File: src/rtl/ctrl_pkg.sv
// Shared control-path definitions for the decode stage and its pipeline
// registers: opcodes, select encodings and the E-stage control bundle.
package ctrl_pkg;

    // RV32I major opcodes recognised by the decoder
    localparam logic [6:0] OP_LOAD   = 7'b0000011;
    localparam logic [6:0] OP_STORE  = 7'b0100011;
    localparam logic [6:0] OP_RTYPE  = 7'b0110011;
    localparam logic [6:0] OP_ITYPE  = 7'b0010011;
    localparam logic [6:0] OP_BRANCH = 7'b1100011;
    localparam logic [6:0] OP_JAL    = 7'b1101111;
    localparam logic [6:0] OP_JALR   = 7'b1100111;
    localparam logic [6:0] OP_LUI    = 7'b0110111;
    localparam logic [6:0] OP_AUIPC  = 7'b0010111;

    // ALU operation codes
    localparam logic [3:0] ALU_ADD  = 4'b0000;
    localparam logic [3:0] ALU_SUB  = 4'b0001;
    localparam logic [3:0] ALU_AND  = 4'b0010;
    localparam logic [3:0] ALU_OR   = 4'b0011;
    localparam logic [3:0] ALU_XOR  = 4'b0100;
    localparam logic [3:0] ALU_SLT  = 4'b0101;
    localparam logic [3:0] ALU_SLL  = 4'b0110;
    localparam logic [3:0] ALU_SRL  = 4'b0111;
    localparam logic [3:0] ALU_SRA  = 4'b1000;
    localparam logic [3:0] ALU_SLTU = 4'b1001;

    // Immediate format selects
    localparam logic [2:0] IMM_I = 3'b000;
    localparam logic [2:0] IMM_S = 3'b001;
    localparam logic [2:0] IMM_B = 3'b010;
    localparam logic [2:0] IMM_J = 3'b011;
    localparam logic [2:0] IMM_U = 3'b100;

    // Writeback result selects
    localparam logic [1:0] RES_ALU = 2'b00;
    localparam logic [1:0] RES_MEM = 2'b01;
    localparam logic [1:0] RES_PC4 = 2'b10;
    localparam logic [1:0] RES_IMM = 2'b11;

    // ALU decode classes handed from main decode to alu_ctrl_dec
    localparam logic [1:0] ALUOP_ADD    = 2'b00;
    localparam logic [1:0] ALUOP_BRANCH = 2'b01;
    localparam logic [1:0] ALUOP_FUNC   = 2'b10;

    // E-stage control bundle; the hazard unit reuses this layout
    typedef struct packed {
        logic       regwrite;
        logic       memwrite;
        logic       branch;
        logic       jump;
        logic       jalr;
        logic       alusrc;
        logic       alusrca;
        logic       illegal;
        logic [1:0] resultsrc;
        logic [3:0] aluctrl;
        logic [2:0] brtype;
    } ctrl_e_t;

    // Controls still needed after the execute stage
    typedef struct packed {
        logic       regwrite;
        logic       memwrite;
        logic [1:0] resultsrc;
    } ctrl_m_t;

    // Controls still needed in writeback
    typedef struct packed {
        logic       regwrite;
        logic [1:0] resultsrc;
    } ctrl_w_t;

endpackage

File: src/rtl/alu_ctrl_dec.sv
// ALU decode: maps the ALU class chosen by main decode plus funct3,
// funct7[5] and op[5] to a concrete ALU operation code.
module alu_ctrl_dec
    import ctrl_pkg::*;
(
    input  logic [1:0] alu_op,
    input  logic [2:0] funct3,
    input  logic       funct7b5,
    input  logic       op5,
    output logic [3:0] aluctrl
);

    // Purely combinational class/funct3 lookup
    always_comb begin
        aluctrl = ALU_ADD;
        case (alu_op)
            ALUOP_BRANCH: begin
                // beq/bne compare by subtraction, blt/bge signed, bltu/bgeu unsigned
                case (funct3[2:1])
                    2'b00:   aluctrl = ALU_SUB;
                    2'b10:   aluctrl = ALU_SLT;
                    2'b11:   aluctrl = ALU_SLTU;
                    default: aluctrl = ALU_ADD;
                endcase
            end
            ALUOP_FUNC: begin
                case (funct3)
                    // only R-type (op[5]=1) can encode sub; addi ignores bit 30
                    3'b000:  aluctrl = (op5 && funct7b5) ? ALU_SUB : ALU_ADD;
                    3'b001:  aluctrl = ALU_SLL;
                    3'b010:  aluctrl = ALU_SLT;
                    3'b011:  aluctrl = ALU_SLTU;
                    3'b100:  aluctrl = ALU_XOR;
                    // bit 30 selects arithmetic shift for both sra and srai
                    3'b101:  aluctrl = funct7b5 ? ALU_SRA : ALU_SRL;
                    3'b110:  aluctrl = ALU_OR;
                    default: aluctrl = ALU_AND;
                endcase
            end
            default: aluctrl = ALU_ADD;
        endcase
    end

endmodule

File: src/rtl/ctrl_pipe_decoder.sv
// Decode-stage control unit: main + ALU decode, illegal-opcode detection,
// and the ID/EX, EX/MEM, MEM/WB control registers with stall/flush.
// Pipeline control semantics: FLUSH_E loads a bubble into E and wins over
// STALL_E; STALL_E alone holds E and sends a bubble to M so the held
// instruction retires once; M and W advance every cycle.
module ctrl_pipe_decoder
    import ctrl_pkg::*;
#(
    parameter bit EXT_EN    = 1'b1,
    parameter int ILL_CNT_W = 8
) (
    input  logic                 CLK,
    input  logic                 RST,
    input  logic [31:0]          INSTR_D,
    input  logic                 STALL_E,
    input  logic                 FLUSH_E,
    output logic [2:0]           IMMSRC_D,
    output logic                 REGWRITE_E,
    output logic                 MEMWRITE_E,
    output logic                 BRANCH_E,
    output logic                 JUMP_E,
    output logic                 JALR_E,
    output logic                 ALUSRC_E,
    output logic                 ALUSRCA_E,
    output logic                 ILLEGAL_E,
    output logic [1:0]           RESULTSRC_E,
    output logic [3:0]           ALUCTRL_E,
    output logic [2:0]           BRTYPE_E,
    output logic                 REGWRITE_M,
    output logic                 MEMWRITE_M,
    output logic [1:0]           RESULTSRC_M,
    output logic                 REGWRITE_W,
    output logic [1:0]           RESULTSRC_W,
    output logic [ILL_CNT_W-1:0] ILL_CNT
);

    logic [6:0] op;
    logic [2:0] funct3;
    logic       funct7b5;
    logic       unused_instr_bits;

    assign op       = INSTR_D[6:0];
    assign funct3   = INSTR_D[14:12];
    assign funct7b5 = INSTR_D[30];
    // register specifiers and immediates are decoded elsewhere
    assign unused_instr_bits = ^{INSTR_D[31], INSTR_D[29:15], INSTR_D[11:7]};

    ctrl_e_t    ctrl_d;
    logic [2:0] imm_d;
    logic [1:0] alu_op;
    logic [3:0] aluctrl_d;
    logic       ill_d;

    alu_ctrl_dec u_alu_ctrl_dec (
        .alu_op   (alu_op),
        .funct3   (funct3),
        .funct7b5 (funct7b5),
        .op5      (op[5]),
        .aluctrl  (aluctrl_d)
    );

    // Main decode; an illegal word collapses to an all-zero bundle with ILLEGAL set
    always_comb begin
        ctrl_d = '0;
        imm_d  = IMM_I;
        alu_op = ALUOP_ADD;
        ill_d  = 1'b0;
        case (op)
            OP_LOAD: begin
                imm_d            = IMM_I;
                ctrl_d.alusrc    = 1'b1;
                ctrl_d.resultsrc = RES_MEM;
                ctrl_d.regwrite  = 1'b1;
            end
            OP_STORE: begin
                imm_d           = IMM_S;
                ctrl_d.alusrc   = 1'b1;
                ctrl_d.memwrite = 1'b1;
            end
            OP_RTYPE: begin
                ctrl_d.regwrite = 1'b1;
                alu_op          = ALUOP_FUNC;
            end
            OP_ITYPE: begin
                imm_d           = IMM_I;
                ctrl_d.alusrc   = 1'b1;
                ctrl_d.regwrite = 1'b1;
                alu_op          = ALUOP_FUNC;
            end
            OP_BRANCH: begin
                imm_d         = IMM_B;
                ctrl_d.branch = 1'b1;
                ctrl_d.brtype = funct3;
                alu_op        = ALUOP_BRANCH;
                // funct3 01x has no branch encoding; reduced set keeps only beq
                if (funct3[2:1] == 2'b01)
                    ill_d = 1'b1;
                if (!EXT_EN && funct3 != 3'b000)
                    ill_d = 1'b1;
            end
            OP_JAL: begin
                imm_d            = IMM_J;
                ctrl_d.jump      = 1'b1;
                ctrl_d.resultsrc = RES_PC4;
                ctrl_d.regwrite  = 1'b1;
            end
            OP_JALR: begin
                if (EXT_EN) begin
                    imm_d            = IMM_I;
                    ctrl_d.alusrc    = 1'b1;
                    ctrl_d.jump      = 1'b1;
                    ctrl_d.jalr      = 1'b1;
                    ctrl_d.resultsrc = RES_PC4;
                    ctrl_d.regwrite  = 1'b1;
                end else begin
                    ill_d = 1'b1;
                end
            end
            OP_LUI: begin
                if (EXT_EN) begin
                    imm_d            = IMM_U;
                    ctrl_d.resultsrc = RES_IMM;
                    ctrl_d.regwrite  = 1'b1;
                end else begin
                    ill_d = 1'b1;
                end
            end
            OP_AUIPC: begin
                if (EXT_EN) begin
                    imm_d           = IMM_U;
                    ctrl_d.alusrca  = 1'b1;
                    ctrl_d.alusrc   = 1'b1;
                    ctrl_d.regwrite = 1'b1;
                end else begin
                    ill_d = 1'b1;
                end
            end
            default: ill_d = 1'b1;
        endcase

        if (ill_d) begin
            ctrl_d         = '0;
            ctrl_d.illegal = 1'b1;
            imm_d          = IMM_I;
        end else begin
            ctrl_d.aluctrl = aluctrl_d;
        end
    end

    assign IMMSRC_D = imm_d;

    ctrl_e_t              e_q;
    ctrl_m_t              m_q;
    ctrl_w_t              w_q;
    logic [ILL_CNT_W-1:0] cnt_q;
    logic                 load_e;

    assign load_e = !FLUSH_E && !STALL_E;

    // ID/EX register: reset > flush > stall > load
    always_ff @(posedge CLK) begin
        if (RST)
            e_q <= '0;
        else if (FLUSH_E)
            e_q <= '0;
        else if (!STALL_E)
            e_q <= ctrl_d;
    end

    // EX/MEM register: a stalled E sends a bubble so it retires only once
    always_ff @(posedge CLK) begin
        if (RST)
            m_q <= '0;
        else if (STALL_E && !FLUSH_E)
            m_q <= '0;
        else
            m_q <= '{regwrite: e_q.regwrite, memwrite: e_q.memwrite,
                     resultsrc: e_q.resultsrc};
    end

    // MEM/WB register: advances every cycle
    always_ff @(posedge CLK) begin
        if (RST)
            w_q <= '0;
        else
            w_q <= '{regwrite: m_q.regwrite, resultsrc: m_q.resultsrc};
    end

    // Saturating count of illegal words actually accepted into E
    always_ff @(posedge CLK) begin
        if (RST)
            cnt_q <= '0;
        else if (load_e && ctrl_d.illegal && cnt_q != '1)
            cnt_q <= cnt_q + 1'b1;
    end

    assign REGWRITE_E  = e_q.regwrite;
    assign MEMWRITE_E  = e_q.memwrite;
    assign BRANCH_E    = e_q.branch;
    assign JUMP_E      = e_q.jump;
    assign JALR_E      = e_q.jalr;
    assign ALUSRC_E    = e_q.alusrc;
    assign ALUSRCA_E   = e_q.alusrca;
    assign ILLEGAL_E   = e_q.illegal;
    assign RESULTSRC_E = e_q.resultsrc;
    assign ALUCTRL_E   = e_q.aluctrl;
    assign BRTYPE_E    = e_q.brtype;
    assign REGWRITE_M  = m_q.regwrite;
    assign MEMWRITE_M  = m_q.memwrite;
    assign RESULTSRC_M = m_q.resultsrc;
    assign REGWRITE_W  = w_q.regwrite;
    assign RESULTSRC_W = w_q.resultsrc;
    assign ILL_CNT     = cnt_q;

endmodule

File: config.mk
export PLATFORM = sky130hd
export DESIGN_NAME = ctrl_pipe_decoder
export DESIGN_NICKNAME = d
export VERILOG_FILES = /design/src/rtl/ctrl_pkg.sv /design/src/rtl/alu_ctrl_dec.sv /design/src/rtl/ctrl_pipe_decoder.sv
export SDC_FILE = /design/constraint.sdc
export NUM_CORES = 1
export LEC_CHECK = 0
export BUFFER_PORTS_ARGS = -buffer_cell sky130_fd_sc_hd__buf_4
export CORE_MARGIN = 5
export CORE_UTILIZATION = 40
export DETAILED_ROUTE_END_ITERATION = 8
export PLACE_DENSITY = 0.69
export REMOVE_ABC_BUFFERS = 1
export SETUP_SLACK_MARGIN = 0.2
export SYNTH_ARGS = -nofsm -noshare
export SYNTH_HDL_FRONTEND = slang
export SYNTH_SLANG_ARGS = --single-unit
File: constraint.sdc
create_clock -name CLK -period 5.1 [get_ports CLK]
set_input_delay 1.02 -clock CLK [delete_from_list [all_inputs] [get_ports CLK]]
set_output_delay 1.02 -clock CLK [all_outputs]
set_load 0.01 [all_outputs]
==> results.cfg <==
[drt]
drc_errors = 0
drtIter0Drc = 69
wirelength_microns = 3870
wire_per_inst_microns = 13.3
vias = 1554
viasPerCell = 5.34
first_pass_iters = 4
ant_nets = 0

[logic_synthesis]
yosys-top-cells-count = dfxtp_1 (32), nand2_1 (22), nor2_1 (15), nor2b_1 (12), a21oi_1 (11)
yosysTopAreaCellShare = 0.388
synthCells = 197
yosysSeqAreaShare = 0.388
yosys.area_share.simple = 0.335
netlist.top_cell.by_area = dfxtp_1
synthXorXnorAreaFrac = 0
synth_top_family_by_area = simple AND/OR/NAND/NOR gates
yosysMostFrequentCell = dfxtp_1
synthArstFlopShare = 0
ys_types = 48
synth_seq_cells = 32
synth-main-ff-cell = dfxtp_1
syn_area_sq_mm = 0.00165
synthAdderAreaFrac = 0.0228
synth_mux_area_frac = 0.0402
synth_compound_area_frac = 0.158
synth_edf_count = 0
ys.warnings.count = 0
avgSynthCellArea_sq_um = 8.37
synthTopCellsByArea = dfxtp_1 (39%), nand2_1 (5.0%), nor2b_1 (4.6%)

[critical_path]
cp-start-kind = primary input
critical_path_class = in -> out
required_ns = 4.08
worstPathArrival_ns = 2.28
worstSetupEndpointType = primary output
cp_max_fo = 6

[clock_tree]
ctsHtreeMaxLevel = 2
cts_num_sinks = 32
clockRootBuffer = clkbuf_8
clk_pin_slew_ns = 0.06
clk_latency_ns = 0.28
cts_tree = built
postCtsHoldBufs = 0
cts_resized = 0
cts_buffers = 5
post_cts_buffers = 0
clk_path_buf_depth = 2

[placed_design]
dp_hpwl_microns = 2740
place_area_sq_mm = 0.00201
portBuffers = 49
gp_congestion = 0.754

[timing]
fin_setup_tns_ns = 0
grt_setup_unrepaired = false
whs_ns = 0.464
hold_viol_final = 0
drv_slew = 0
fin_crit_ns = 3.30
setup_violations = 0
slew_headroom = 0.655
skew_ns = 0.000716
max_freq_ghz = 0.303
period_share = 0.646
worst_pin_slew_ns = 0.510

[die]
io_pins = 71
die_area_sq_mm = 0.00551
die_y_microns = 74.2
fp.coreArea_sq_mm = 0.00400
die_w_microns = 74.2
rows = 23
start_util = 0.412

[power_and_ir_drop]
switchingPower_w = 0.000125
vdd_ir_drop_max_mv = 0.149
switching_share = 0.229
power_frac_seq = 0.467
p_comb_frac = 0.098
internal-power_w = 0.000420
powerDensity_mw_per_mm2 = 258
fin_total_pwr_w = 0.000545
p_leak_nw = 0.853
clkPwrFrac = 0.435

[global_route]
antenna_found_initial = 0
track_usage = 0.152
grt_max_degree = 38
gr-total-overflow = 0
grt_pass1_wl_microns = 6620
first_global_vias = 1486

[worst_hold_path]
holdCritPathClass = reg -> reg

[layout]
drive_gt1_frac = 0.270
fin_area_sq_mm = 0.00211
num-nets-final = 279
area_growth_pct = 28.2
antenna_cells = 0

[run_status]
status = finished clean

[run]
max-cap-violations = 0
## logic make-up (layout without fill, tap and decap cells)
logic type	after synthesis	after routing
and+or+nand+nor	98	98
buffers and inverters	18	62
DFF	32	32
adders and majority gates	3	3
AOI/OAI and AO/OA	40	40
muxes	6	6
## worst max-delay path: stages
cell	delay, ns
buf_4	0.13
nor4bb_1	0.49
nand3_1	0.24
o21ai_0	0.24
buf_4	0.15
## routing by layer
layer  routed length (microns)  part of all wire  up-vias  track usage
li1                          -                 -      785            -
met1                      1820              0.47      725        0.200
met2                      1730              0.45       39        0.238
met3                       276             0.071        5       0.0473
met4                        46             0.012        0       0.0474
met5                         0                 0        -            0
## state kept, by name (all words and copies together), names as in the netlist, 2 cells and up
signal	count
RESULTSRC_M	2
RESULTSRC_W	2
RESULTSRC_E	2
ILL_CNT	8
BRTYPE_E	3
ALUCTRL_E	4
## final cells by class
class / instances / area, sq um
Clock buffer: 6 / 72.6
Fill cell: 397 / 1890
Inverter: 5 / 18.8
Multi-Input combinational cell: 147 / 917
Tap cell: 50 / 62.6
Sequential cell: 32 / 641
Clock inverter: 2 / 35.0
Timing Repair Buffer: 49 / 368
## worst paths after layout
check             slack, ns                     start  cells past startpoint                  endpoint
setup / recovery       1.80                INSTR_D[2]                      5               IMMSRC_D[1]
hold / removal         0.46  BRTYPE_E[0]$_SDFFE_PP0N_                      2  BRTYPE_E[0]$_SDFFE_PP0N_
setup reg to reg       3.34   ILL_CNT[0]$_SDFFE_PP0P_                      5   ILL_CNT[6]$_SDFFE_PP0P_
hold reg to reg        0.46  BRTYPE_E[0]$_SDFFE_PP0N_                      2  BRTYPE_E[0]$_SDFFE_PP0N_
## power by group through the flow
stage | logic, W | clock network, W | registers (W)
6_report | 0.0000535 | 0.000237 | 0.000255
5_1_grt | 0.0000593 | 0.000256 | 0.000255
4_1_cts | 0.0000536 | 0.000244 | 0.000255
3_5_place_dp | 0.0000532 | 0 | 0.000261
3_3_place_gp | 0.0000526 | 0 | 0.000260
2_1_floorplan | 0.0000222 | 0 | 0.000261
## through the flow
stage / instances / setup slack, ns / util
6_report: 291 / 1.80 / 0.529
4_1_cts: 291 / 1.86 / 0.529
5_1_grt: 291 / 1.73 / 0.529
2_1_floorplan: 184 / 2.15 / -
3_5_place_dp: 283 / 1.89 / 0.502
3_3_place_gp: 283 / 1.81 / 0.502
## layout by cell type (no fill, tap or decap), drive strengths merged, types with 4 or more instances in the layout
cell type,netlist,final
nor2,15,15
o21ai,10,10
o32ai,4,4
nand2b,7,7
nor2b,12,12
or4,4,4
mux2,5,5
clkbuf,9,6
nor3,11,11
and2,4,4
buf,4,49
inv,5,5
dfxtp,32,32
nand2,22,22
nand3,5,5
a21oi,11,11
Power figures use the tool's default switching activity.
